<file path="src/rtl/counter_pkg.sv">
// Shared types and helpers for the modulo-N counter family.
// Also intended for future loadable counters that need the same load clamping.
package counter_pkg;

    typedef enum logic {
        CNT_WRAP = 1'b0,
        CNT_SAT  = 1'b1
    } cnt_mode_t;

    // Limit a load value to the top of the count range (mod-1).
    function automatic logic [31:0] clamp_load(input logic [31:0] d, input logic [31:0] mod);
        return (d > mod - 32'd1) ? mod - 32'd1 : d;
    endfunction

endpackage

</file>
<file path="src/rtl/counter_mod_if.sv">
// Control and status bundle of one counter stage.
// The master side drives the controls; the counter (slave) drives the status outputs.
interface counter_mod_if #(
    parameter int W = 3
);
    import counter_pkg::*;

    logic          enb;
    logic          up;
    logic          ld;
    logic [W-1:0]  d;
    cnt_mode_t     mode;
    logic [W-1:0]  q;
    logic          tc;
    logic          co;
    logic          ovf;

    modport master (output enb, up, ld, d, mode, input q, tc, co, ovf);
    modport slave  (input enb, up, ld, d, mode, output q, tc, co, ovf);

endinterface

</file>
<file path="src/rtl/counter_next.sv">
// Combinational next-count and boundary detection for a modulo-MOD counter.
// The arithmetic is done one bit wider so that non-power-of-2 moduli never depend on natural rollover.
module counter_next
    import counter_pkg::*;
#(
    parameter int W   = 3,
    parameter int MOD = 2**W
) (
    input  logic [W-1:0] q,
    input  logic         up,
    input  cnt_mode_t    mode,
    output logic [W-1:0] q_nxt,
    output logic         at_bound
);

    localparam logic [W:0] LAST = (W+1)'(MOD - 1);

    logic [W:0] q_ext;
    logic [W:0] inc;
    logic [W:0] dec;

    assign q_ext = {1'b0, q};
    assign inc   = q_ext + 1'b1;
    assign dec   = q_ext - 1'b1;

    // Up: stepping past LAST is the boundary. Down: a borrow into the extra bit means q was 0.
    always_comb begin
        at_bound = up ? (inc > LAST) : dec[W];
        q_nxt    = up ? inc[W-1:0] : dec[W-1:0];
        if (at_bound) begin
            if (mode == CNT_WRAP) begin
                q_nxt = up ? '0 : LAST[W-1:0];
            end else begin
                q_nxt = q;
            end
        end
    end

endmodule

</file>
<file path="src/rtl/counter_mod.sv">
// Modulo-MOD up/down counter with load, wrap/saturate, terminal count, cascade carry and sticky overflow.
// The always_ff only selects between reset, load, step and hold; the step itself comes from counter_next.
module counter_mod
    import counter_pkg::*;
#(
    parameter int W   = 3,
    parameter int MOD = 2**W
) (
    input  logic          clk,
    input  logic          rst,
    counter_mod_if.slave  bus
);

    generate
        if (MOD < 2 || MOD > 2**W) begin : g_bad_mod
            $error("counter_mod: MOD must satisfy 2 <= MOD <= 2**W");
        end
    endgenerate

    logic [W-1:0] q_reg;
    logic         ovf_reg;
    logic [W-1:0] step_val;
    logic [W-1:0] load_val;
    logic         at_bound;

    counter_next #(
        .W   (W),
        .MOD (MOD)
    ) u_next (
        .q        (q_reg),
        .up       (bus.up),
        .mode     (bus.mode),
        .q_nxt    (step_val),
        .at_bound (at_bound)
    );

    assign load_val = W'(clamp_load(32'(bus.d), 32'(MOD)));

    always_ff @(posedge clk) begin
        if (rst) begin
            q_reg   <= '0;
            ovf_reg <= 1'b0;
        end else if (bus.ld) begin
            q_reg   <= load_val;
            ovf_reg <= 1'b0;
        end else if (bus.enb) begin
            q_reg <= step_val;
            if (at_bound) begin
                ovf_reg <= 1'b1;
            end
        end
    end

    assign bus.q   = q_reg;
    assign bus.tc  = at_bound;
    assign bus.co  = bus.enb && at_bound && !bus.ld && !rst;
    assign bus.ovf = ovf_reg;

    // The count must stay inside 0..MOD-1 whenever the counter is out of reset.
    assert property (@(posedge clk) disable iff (rst) ({1'b0, q_reg} < (W+1)'(MOD)));

endmodule

</file>
<file path="src/flat_wrapper.sv">
// flat-port wrapper written by rule: the top's interface ports become plain ports
module counter_mod_flat import counter_pkg::*;
#(
    parameter int W   = 3,
    parameter int MOD = 2**W
)
  (clk, rst, bus_enb, bus_up, bus_ld, bus_d, bus_mode, bus_q, bus_tc, bus_co, bus_ovf);
  counter_mod_if #(.W(W)) bus_i ();
  input  logic clk;
  input  logic rst;
  input wire logic [$bits(bus_i.enb)-1:0] bus_enb;
  input wire logic [$bits(bus_i.up)-1:0] bus_up;
  input wire logic [$bits(bus_i.ld)-1:0] bus_ld;
  input wire logic [$bits(bus_i.d)-1:0] bus_d;
  input wire logic [$bits(bus_i.mode)-1:0] bus_mode;
  output wire logic [$bits(bus_i.q)-1:0] bus_q;
  output wire logic [$bits(bus_i.tc)-1:0] bus_tc;
  output wire logic [$bits(bus_i.co)-1:0] bus_co;
  output wire logic [$bits(bus_i.ovf)-1:0] bus_ovf;
  assign bus_i.enb = bus_enb;
  assign bus_i.up = bus_up;
  assign bus_i.ld = bus_ld;
  assign bus_i.d = bus_d;
  assign bus_i.mode = bus_mode;
  assign bus_q = bus_i.q;
  assign bus_tc = bus_i.tc;
  assign bus_co = bus_i.co;
  assign bus_ovf = bus_i.ovf;
  counter_mod #(.W(W), .MOD(MOD)) u_core (.clk(clk), .rst(rst), .bus(bus_i));
endmodule
</file>
<file path="config.mk">
export PLATFORM = sky130hd
export DESIGN_NAME = counter_mod_flat
export DESIGN_NICKNAME = d
export VERILOG_FILES = /design/src/rtl/counter_pkg.sv /design/src/rtl/counter_mod_if.sv /design/src/rtl/counter_next.sv /design/src/rtl/counter_mod.sv /design/src/flat_wrapper.sv
export SDC_FILE = /design/constraint.sdc
export NUM_CORES = 1
export LEC_CHECK = 0
export ABC_AREA = 1
export CAP_MARGIN = 20
export CORE_AREA = 8 8 45 47
export DETAILED_ROUTE_END_ITERATION = 16
export DIE_AREA = 0 0 53 55
export SLEW_MARGIN = 30
export SYNTH_ARGS = -nofsm -noshare
export SYNTH_HDL_FRONTEND = slang
export SYNTH_SLANG_ARGS = --single-unit
export TNS_END_PERCENT = 1
</file>
<file path="constraint.sdc">
create_clock -name clk -period 1.1 [get_ports clk]
set_input_delay 0.11 -clock clk [delete_from_list [all_inputs] [get_ports clk]]
set_output_delay 0.11 -clock clk [all_outputs]
set_load 0.005 [all_outputs]
</file>
* Word-level counts from Yosys, hierarchy flattened *
Cells that the tools add are included.
W data, S select, Z words.

operators by class
  $lt $le $gt $ge = 1
  $add $sub $neg = 2
  equality and inequality tests = 1
  reduce and logical (&&, ||, !) cells = 9
  multiplexer cells = 7

operators by type and width
  operator               count
  $mux W3                6
  $add A3 B1 Y4 const B  1
  $gt A4 B3 Y1 const B   1
  $reduce_and A2 Y1      2
  $sub A3 B1 Y4 const B  1
  $logic_and A1 B1 Y1    3
  $ne A3 B3 Y1 const B   1
  $logic_not A1 Y1       2
  $reduce_bool A2 Y1     1
  $reduce_or A2 Y1       1
  $mux W1                1

storage, ports and cells
  flip-flop bits (word level) = 4
  output and inout port bits = 6
  input port bits = 9
  logic and storage cells = 22

* Longest topological paths before layout *
Gate-level depths: netlist of run 1.

  depth after elaboration = 6
  mapped depth = 11
  depth with buffers taken out = 11

* Modules after synthesis *
A second synthesis of run 1 with hierarchy kept.

second synthesis, totals
  cells, all modules = 65
  area total of the unflattened synthesis = 374.1 sq um

by module, submodules not included
  module        instances  area each (sq um)  cells an instance
  counter_next  1          187.7              35
  counter_mod   1          186.4              30

* Least setup slack after synthesis of run 1 *
OpenSTA, ideal clock, no wires.

  kind = reg2reg
  start point = register u_core.q_reg[0], in the netlist u_core.bus.q[0]
  end point = register u_core.q_reg[1], in the netlist u_core.bus.q[1]
  clock period less this slack = 1.242 ns
  stages on the path, launching flop included = 12
  path buffers = 0
  path slack = -0.142 ns
  library setup time = 0.113 ns
  arrival time = 1.130 ns
  cells stage by stage = dfxtp_1 > inv_1 > ha_1 > inv_1 > nand2_1 > nand2_1 > nand2_1 > nand2_1 > nand2_1 > nand2_1 > nand2_1 > nor2_1

on the way
  longest elaborated chain between the ends = 6

ends and longest elaborated chain
  item                    line                source
  from (decl)             counter_mod.sv:20   logic [W-1:0] q_reg;
  from (signal assigned)  counter_mod.sv:44   q_reg <= load_val;
  from (signal assigned)  counter_mod.sv:47   q_reg <= step_val;
  $add A3 B1 Y4           counter_next.sv:23  assign inc = q_ext + 1'b1;
  $gt A4 B3 Y1            counter_next.sv:28  at_bound = up ? (inc > LAST) : dec[W];
  $mux W1                 counter_next.sv:28
  $mux W3                 counter_next.sv:30  if (at_bound) begin
  $mux W3                 counter_mod.sv:46   end else if (bus.enb) begin
  $mux W3                 counter_mod.sv:43   end else if (bus.ld) begin

Several ways; a longest one is shown, not always the timed one. The select of a mux whose other input is x is not followed.
A chain may end at the register's enable or synchronous reset.

* Worst setup path after layout of run 1 *
Ends and elaborated chain as after synthesis.

==> flow_summary.json, run 1 <==
{
  "outcome": "finished with violations",
  "violations": "setup timing",
  "final_util_pct": 50.7,
  "hold_start": "u_core.bus.ovf$_SDFFE_PP0P_",
  "p_sw_share_pct": 31.2,
  "place_hpwl_um": 884,
  "tightest_slew_ps": 181,
  "port_buffers": 14,
  "dp_cells": 108,
  "synth_edf_count": 0,
  "grt_max_degree": 6,
  "insertion_delay_ps": 240,
  "ant_nets": 0,
  "cp-end-kind": "flip-flop",
  "worstSetupPathType": "flip-flop to flip-flop",
  "p_clk_share_pct": 30.3,
  "htreeDepth": 1,
  "clk_pin_slew_ps": 50,
  "vias": 476,
  "fin_ws_ps": -259,
  "syn_nets": 76,
  "synth_area_um2": 359,
  "clock_path_buffers": 2,
  "place_ws_ps": -557,
  "synth_area_per_cell_um2": 5.52,
  "nNetsFinal": 109,
  "period_share_pct": 124,
  "grt_overflow": 0,
  "synth_flop_cell": "dfxtp_1",
  "worstHoldPathType": "flip-flop to flip-flop",
  "p_per_area_nw_per_um2": 941,
  "p_leak_nw": 0.375,
  "cpMostUsedCell": "nand2_1",
  "power.internal_mw": 0.454,
  "die_w_um": 53,
  "cts_buffers": 3,
  "yosysTopAreaCell": "nand2_1",
  "slew_headroom_pct": 87.9,
  "fillerInstances": 156,
  "p_seq_share_pct": 26.7,
  "final_cells": 113,
  "die_h_um": 55,
  "grt_antenna_before_repair": 0,
  "hold_violations": 0,
  "fmax_mhz": 736,
  "ys_seq_area_share_pct": 22.3,
  "drv_cap": 0,
  "skew_ps": 11.7,
  "setup_viol": 5,
  "first_pass_iters": 4,
  "ir_drop_mv": 0.588,
  "met3_usage_pct": 3.48,
  "wl_mm": 1.09,
  "critPathSlowestCell": "dfxtp_4",
  "grt_pass1_wl_mm": 1.93,
  "async_flop_share_pct": 0,
  "seq_area_um2": 88.8,
  "syn2layout_area_growth_pct": 95.5,
  "grt_use_total_pct": 8.85,
  "synth_common_cells": "nand2_1, inv_1, nor2_1",
  "root_buffer": "clkbuf_4",
  "gr-max-usage-layer": "met2",
  "worstPathRequired_ps": 1220,
  "rsz0062_at_grt": "true",
  "cp_top_family": "simple AND/OR/NAND/NOR gates",
  "globalRouteMet1Util_pct": 8.95,
  "drt_iter0_markers": 4,
  "synth_area_leaders": "nand2_1, dfxtp_1, inv_1, nor2_1, ha_1",
  "routedWlPerCell_um": 9.65,
  "critical_path_buf_inv_count": 3,
  "layout-drive-gt1-share_pct": 40.2,
  "pin_count": 15,
  "finalWorstPathRequiredPeriod_ps": 1360,
  "cp_max_fo": 5,
  "p_total_mw": 0.661,
  "cts_sinks": 4,
  "ys_ff_latch": 4,
  "multiInputGateArea_um2": 269,
  "netlist.area_leader.share_pct": 23.0,
  "comb_power_share_pct": 43.1,
  "startpoint": "u_core.bus.q[0]$_SDFFE_PP0P_",
  "start_kind": "flip-flop",
  "syn_inst": 65,
  "remaining_drc_errors": 0,
  "avgViaCountPerCell": 4.21,
  "cts_tree": "built",
  "diodes": 0,
  "std_cell_rows": 14,
  "start_util_pct": 25.9,
  "grt_pass1_vias": 500,
  "core_um2": 1380,
  "gp_congestion": 0.776,
  "path_cells": "buf_6, inv_4, ha_4, inv_2, nand2_2, nand2_1, nand2_1, nand2_1, nand2_1, nand2_1, nand2_1, nor2_2",
  "max_stage_delay_ps": 380,
  "rr_startpoint": "u_core.bus.q[0]$_SDFFE_PP0P_",
  "largest_reg_flops": 3,
  "die_area_um2": 2920,
  "cp.arrival_ps": 1480,
  "worst_hold_slack_ps": 437,
  "synth.distinct_cells": 12,
  "synth.most_common_cell": "nand2_1",
  "grt_use_met2_pct": 15.8,
  "drv_slew": 0,
  "yosys_warnings": 0,
  "p_sw_mw": 0.206
}
-- power by group through the flow --
stage	sequential [mW]	combinational, mW	clock, mW
5_1_grt	0.179	0.318	0.224
3_5_place_dp	0.174	0.250	0
6_report	0.176	0.285	0.200
4_1_cts	0.176	0.268	0.207
2_1_floorplan	0.177	0.104	0
3_3_place_gp	0.174	0.244	0
-- metal layers --
metal | wire length [um] | vias up
li1 | - | 256
met1 | 460 | 209
met2 | 568 | 11
met3 | 61 | 0
met4 | 0 | 0
met5 | 0 | -
-- placed cells by master (no fill, tap or decap) --
cell / Yosys / routed
a21oi_1: 4 / 4
a21oi_2: 1 / 1
buf_2: 0 / 1
buf_4: 0 / 10
buf_6: 0 / 5
clkbuf_1: 0 / 1
clkbuf_4: 0 / 3
clkdlybuf4s50_1: 0 / 7
dfxtp_1: 4 / 1
dfxtp_2: 0 / 1
dfxtp_4: 0 / 2
dlygate4sd2_1: 0 / 5
ha_1: 2 / 1
ha_4: 0 / 1
inv_1: 12 / 9
inv_2: 0 / 2
inv_4: 0 / 1
nand2_1: 22 / 18
nand2_2: 3 / 7
nand2_4: 1 / 1
nand3_1: 3 / 3
nor2_1: 11 / 8
nor2_2: 0 / 2
nor2_4: 0 / 1
o21ai_0: 1 / 1
or2_2: 1 / 1
-- worst paths after layout --
check	endpoint	slack, ps	cells after the start
worst max-delay path	u_core.bus.q[1]$_SDFFE_PP0P_	-260	12
worst min-delay path	u_core.bus.ovf$_SDFFE_PP0P_	440	2
worst max register to register	u_core.bus.q[1]$_SDFFE_PP0P_	-260	12
worst min register to register	u_core.bus.ovf$_SDFFE_PP0P_	440	2
-- cells by family (layout without fill, tap and decap cells) --
family,after synthesis,count (layout),share of synthesized area [%]
AOI/OAI and AO/OA,6,6,9.41
adders and majority gates,2,2,6.97
buffers and inverters,12,44,12.5
DFF,4,4,22.3
and+or+nand+nor,41,41,48.8
-- worst min-delay path: stages, from the launching register on --
cell and delay (ps):
dfxtp_1 300, inv_1 40, a21oi_1 50
-- stage by stage --
| stage | cell area, um^2 | setup TNS (ps) |
|---|---|---|
| 3_5_place_dp | 622 | -2350 |
| 6_report | 702 | -628 |
| 2_1_floorplan | 364 | -71.3 |
| 4_1_cts | 682 | -723 |
| 5_1_grt | 702 | -1040 |
| 3_3_place_gp | 622 | -2240 |
-- cell type report --
cell class | count | area share (%)
clock buffers | 4 | 3.74
flip-flops and latches | 4 | 12.7
inverters | 12 | 6.77
multi-input cells | 49 | 38.3
repair buffers | 28 | 35.7
well taps | 16 | 2.85
-- timing repair --
action	4_1_cts	5_1_grt
gates resized for setup	26	7
setup buffers	1	0
pin swaps	6	8
endpoints found under the setup margin	9	5
hold buffers	0	0
(Power assumes the default switching activity.)
==> run 2: changes to the inputs <==
SKIP_LAST_GASP = 1   (was not set)
==> run 2 against run 1 <==
- the run still ends with setup timing left
- utilization is 0.54 points lower
- total power is 0.66% lower
- worst setup slack worse by 0.74 ps
- global-route usage is 0.28 points lower
- critical path depth stayed put
- combinational power hardly changed
- sequential share of layout area hardly changed
- non-clock buffer count stayed put
- sequential power hardly changed
- worst hold slack better by 2.9 ps
- largest power group unchanged
==> flow_summary.json, run 2 (synthesized netlist as in run 1, its figures left out) <==
{
  "cts_sinks": 4,
  "grt_antenna_before_repair": 0,
  "postCtsHoldBufs": 0,
  "drv_slew": 0,
  "start_util_pct": 25.9,
  "drt_iter0_markers": 5,
  "wl_mm": 1.09,
  "cts_tree": "built",
  "root_buffer": "clkbuf_4",
  "period_share_pct": 124,
  "pin_count": 15,
  "outcome": "finished with violations",
  "drv_cap": 0,
  "place_ws_ps": -557,
  "mostFrequentLayoutCell": "nand2_1",
  "tightest_slew_ps": 220,
  "ir_drop_mv": 0.565,
  "worstSetupPathType": "flip-flop to flip-flop",
  "layout-drive-gt1-share_pct": 37.1,
  "rsz0062_at_grt": "true",
  "p_per_area_nw_per_um2": 945,
  "cp.arrival_ps": 1480,
  "die_h_um": 55,
  "grt_pass1_wl_mm": 1.88,
  "start_kind": "flip-flop",
  "finalWorstPathRequiredPeriod_ps": 1360,
  "setup_viol": 9,
  "std_cell_rows": 14,
  "violations": "setup timing",
  "gp_congestion": 0.776,
  "fin_ws_ps": -260,
  "die_w_um": 53,
  "grt_pass1_vias": 497,
  "clock_path_buffers": 2,
  "cp_max_fo": 5,
  "skew_ps": 10.8,
  "worstPathRequired_ps": 1220,
  "cp-end-kind": "flip-flop",
  "final_util_pct": 50.2,
  "cts_buffers": 3,
  "p_leak_nw": 0.359,
  "port_buffers": 14,
  "routedWlPerCell_um": 9.64,
  "first_pass_iters": 4,
  "diodes": 0,
  "worstHoldPathType": "flip-flop to flip-flop",
  "core_um2": 1380,
  "final_cell_mix": "nand2_1, buf_4, clkdlybuf4s50_1",
  "finalSetupTns_ps": -1540,
  "htreeDepth": 1,
  "nNetsFinal": 109,
  "vias": 480,
  "fillerInstances": 155,
  "grt_use_total_pct": 8.57,
  "largest_reg_flops": 3,
  "hold_violations": 0,
  "insertion_delay_ps": 240,
  "fmax_mhz": 735,
  "clk_pin_slew_ps": 40,
  "place_hpwl_um": 884,
  "dp_cells": 108,
  "final_cells": 113,
  "die_area_um2": 2920,
  "avgViaCountPerCell": 4.25,
  "remaining_drc_errors": 0,
  "slew_headroom_pct": 85.3,
  "grt_max_degree": 6,
  "grt_overflow": 0,
  "ant_nets": 0,
  "syn2layout_area_growth_pct": 93.4
}
run 2: cell count changes in the layout (fill, tap and decap cells not counted), sizes merged:
cell           change
dlygate4sd2        -3
clkdlybuf4s50      +4
buf                -1
run 2: area by class of cell:
cell class              instances  area (um^2)  share of cell area, %
multi-input cells              49          268                   38.6
repair buffers                 28          245                   35.3
flip-flops and latches          4         87.6                   12.6
inverters                      12         47.5                   6.85
clock buffers                   4         26.3                   3.78
well taps                      16         20.0                   2.88
run 2: worst max-delay path, cell delays in order, from the launching register on:
cell     delay [ps]
dfxtp_4         380
buf_6           110
inv_4            30
ha_4            250
inv_2            30
nand2_2          40
nand2_1          50
nand2_1          50
nand2_1          60
nand2_1          70
nand2_1          50
nand2_1          80
nor2_2           40
run 2: power by group:
group / internal [mW] / switching (mW)
combinational: 0.158 / 0.124
clock: 0.136 / 0.0625
sequential: 0.159 / 0.0164
run 2: worst paths after layout:
| path | from | end | slack (ps) | depth (start not counted) |
|---|---|---|---|---|
| max reg2reg | u_core.bus.q[0]$_SDFFE_PP0P_ | u_core.bus.q[1]$_SDFFE_PP0P_ | -260 | 12 |
| min | u_core.bus.ovf$_SDFFE_PP0P_ | u_core.bus.ovf$_SDFFE_PP0P_ | 440 | 2 |
| max | u_core.bus.q[0]$_SDFFE_PP0P_ | u_core.bus.q[1]$_SDFFE_PP0P_ | -260 | 12 |
| min reg2reg | u_core.bus.ovf$_SDFFE_PP0P_ | u_core.bus.ovf$_SDFFE_PP0P_ | 440 | 2 |
run 2: what timing repair did:
action,4_1_cts,5_1_grt
setup endpoints to repair,9,9
gates cloned,0,0
pin swaps,4,6
resized for setup,16,5
setup buffers,1,0
run 2: metal layers:
| metal | GRT usage (%) | vias to the layer above | part of all wire [%] |
|---|---|---|---|
| met5 | 0 | - | 0 |
| met4 | 3.88 | 0 | 0 |
| met3 | 3.21 | 0 | 6.2 |
| met2 | 15.2 | 15 | 51 |
| met1 | 8.77 | 209 | 43 |
| li1 | - | 256 | - |
run 2: stage by stage:
| step | power, mW | area, um^2 | hold slack (ps) |
|---|---|---|---|
| 2_1_floorplan | 0.280 | 364 | 163 |
| 3_3_place_gp | 0.418 | 622 | 441 |
| 3_5_place_dp | 0.425 | 622 | 443 |
| 4_1_cts | 0.655 | 683 | 451 |
| 5_1_grt | 0.715 | 694 | 477 |
| 6_report | 0.656 | 694 | 440 |
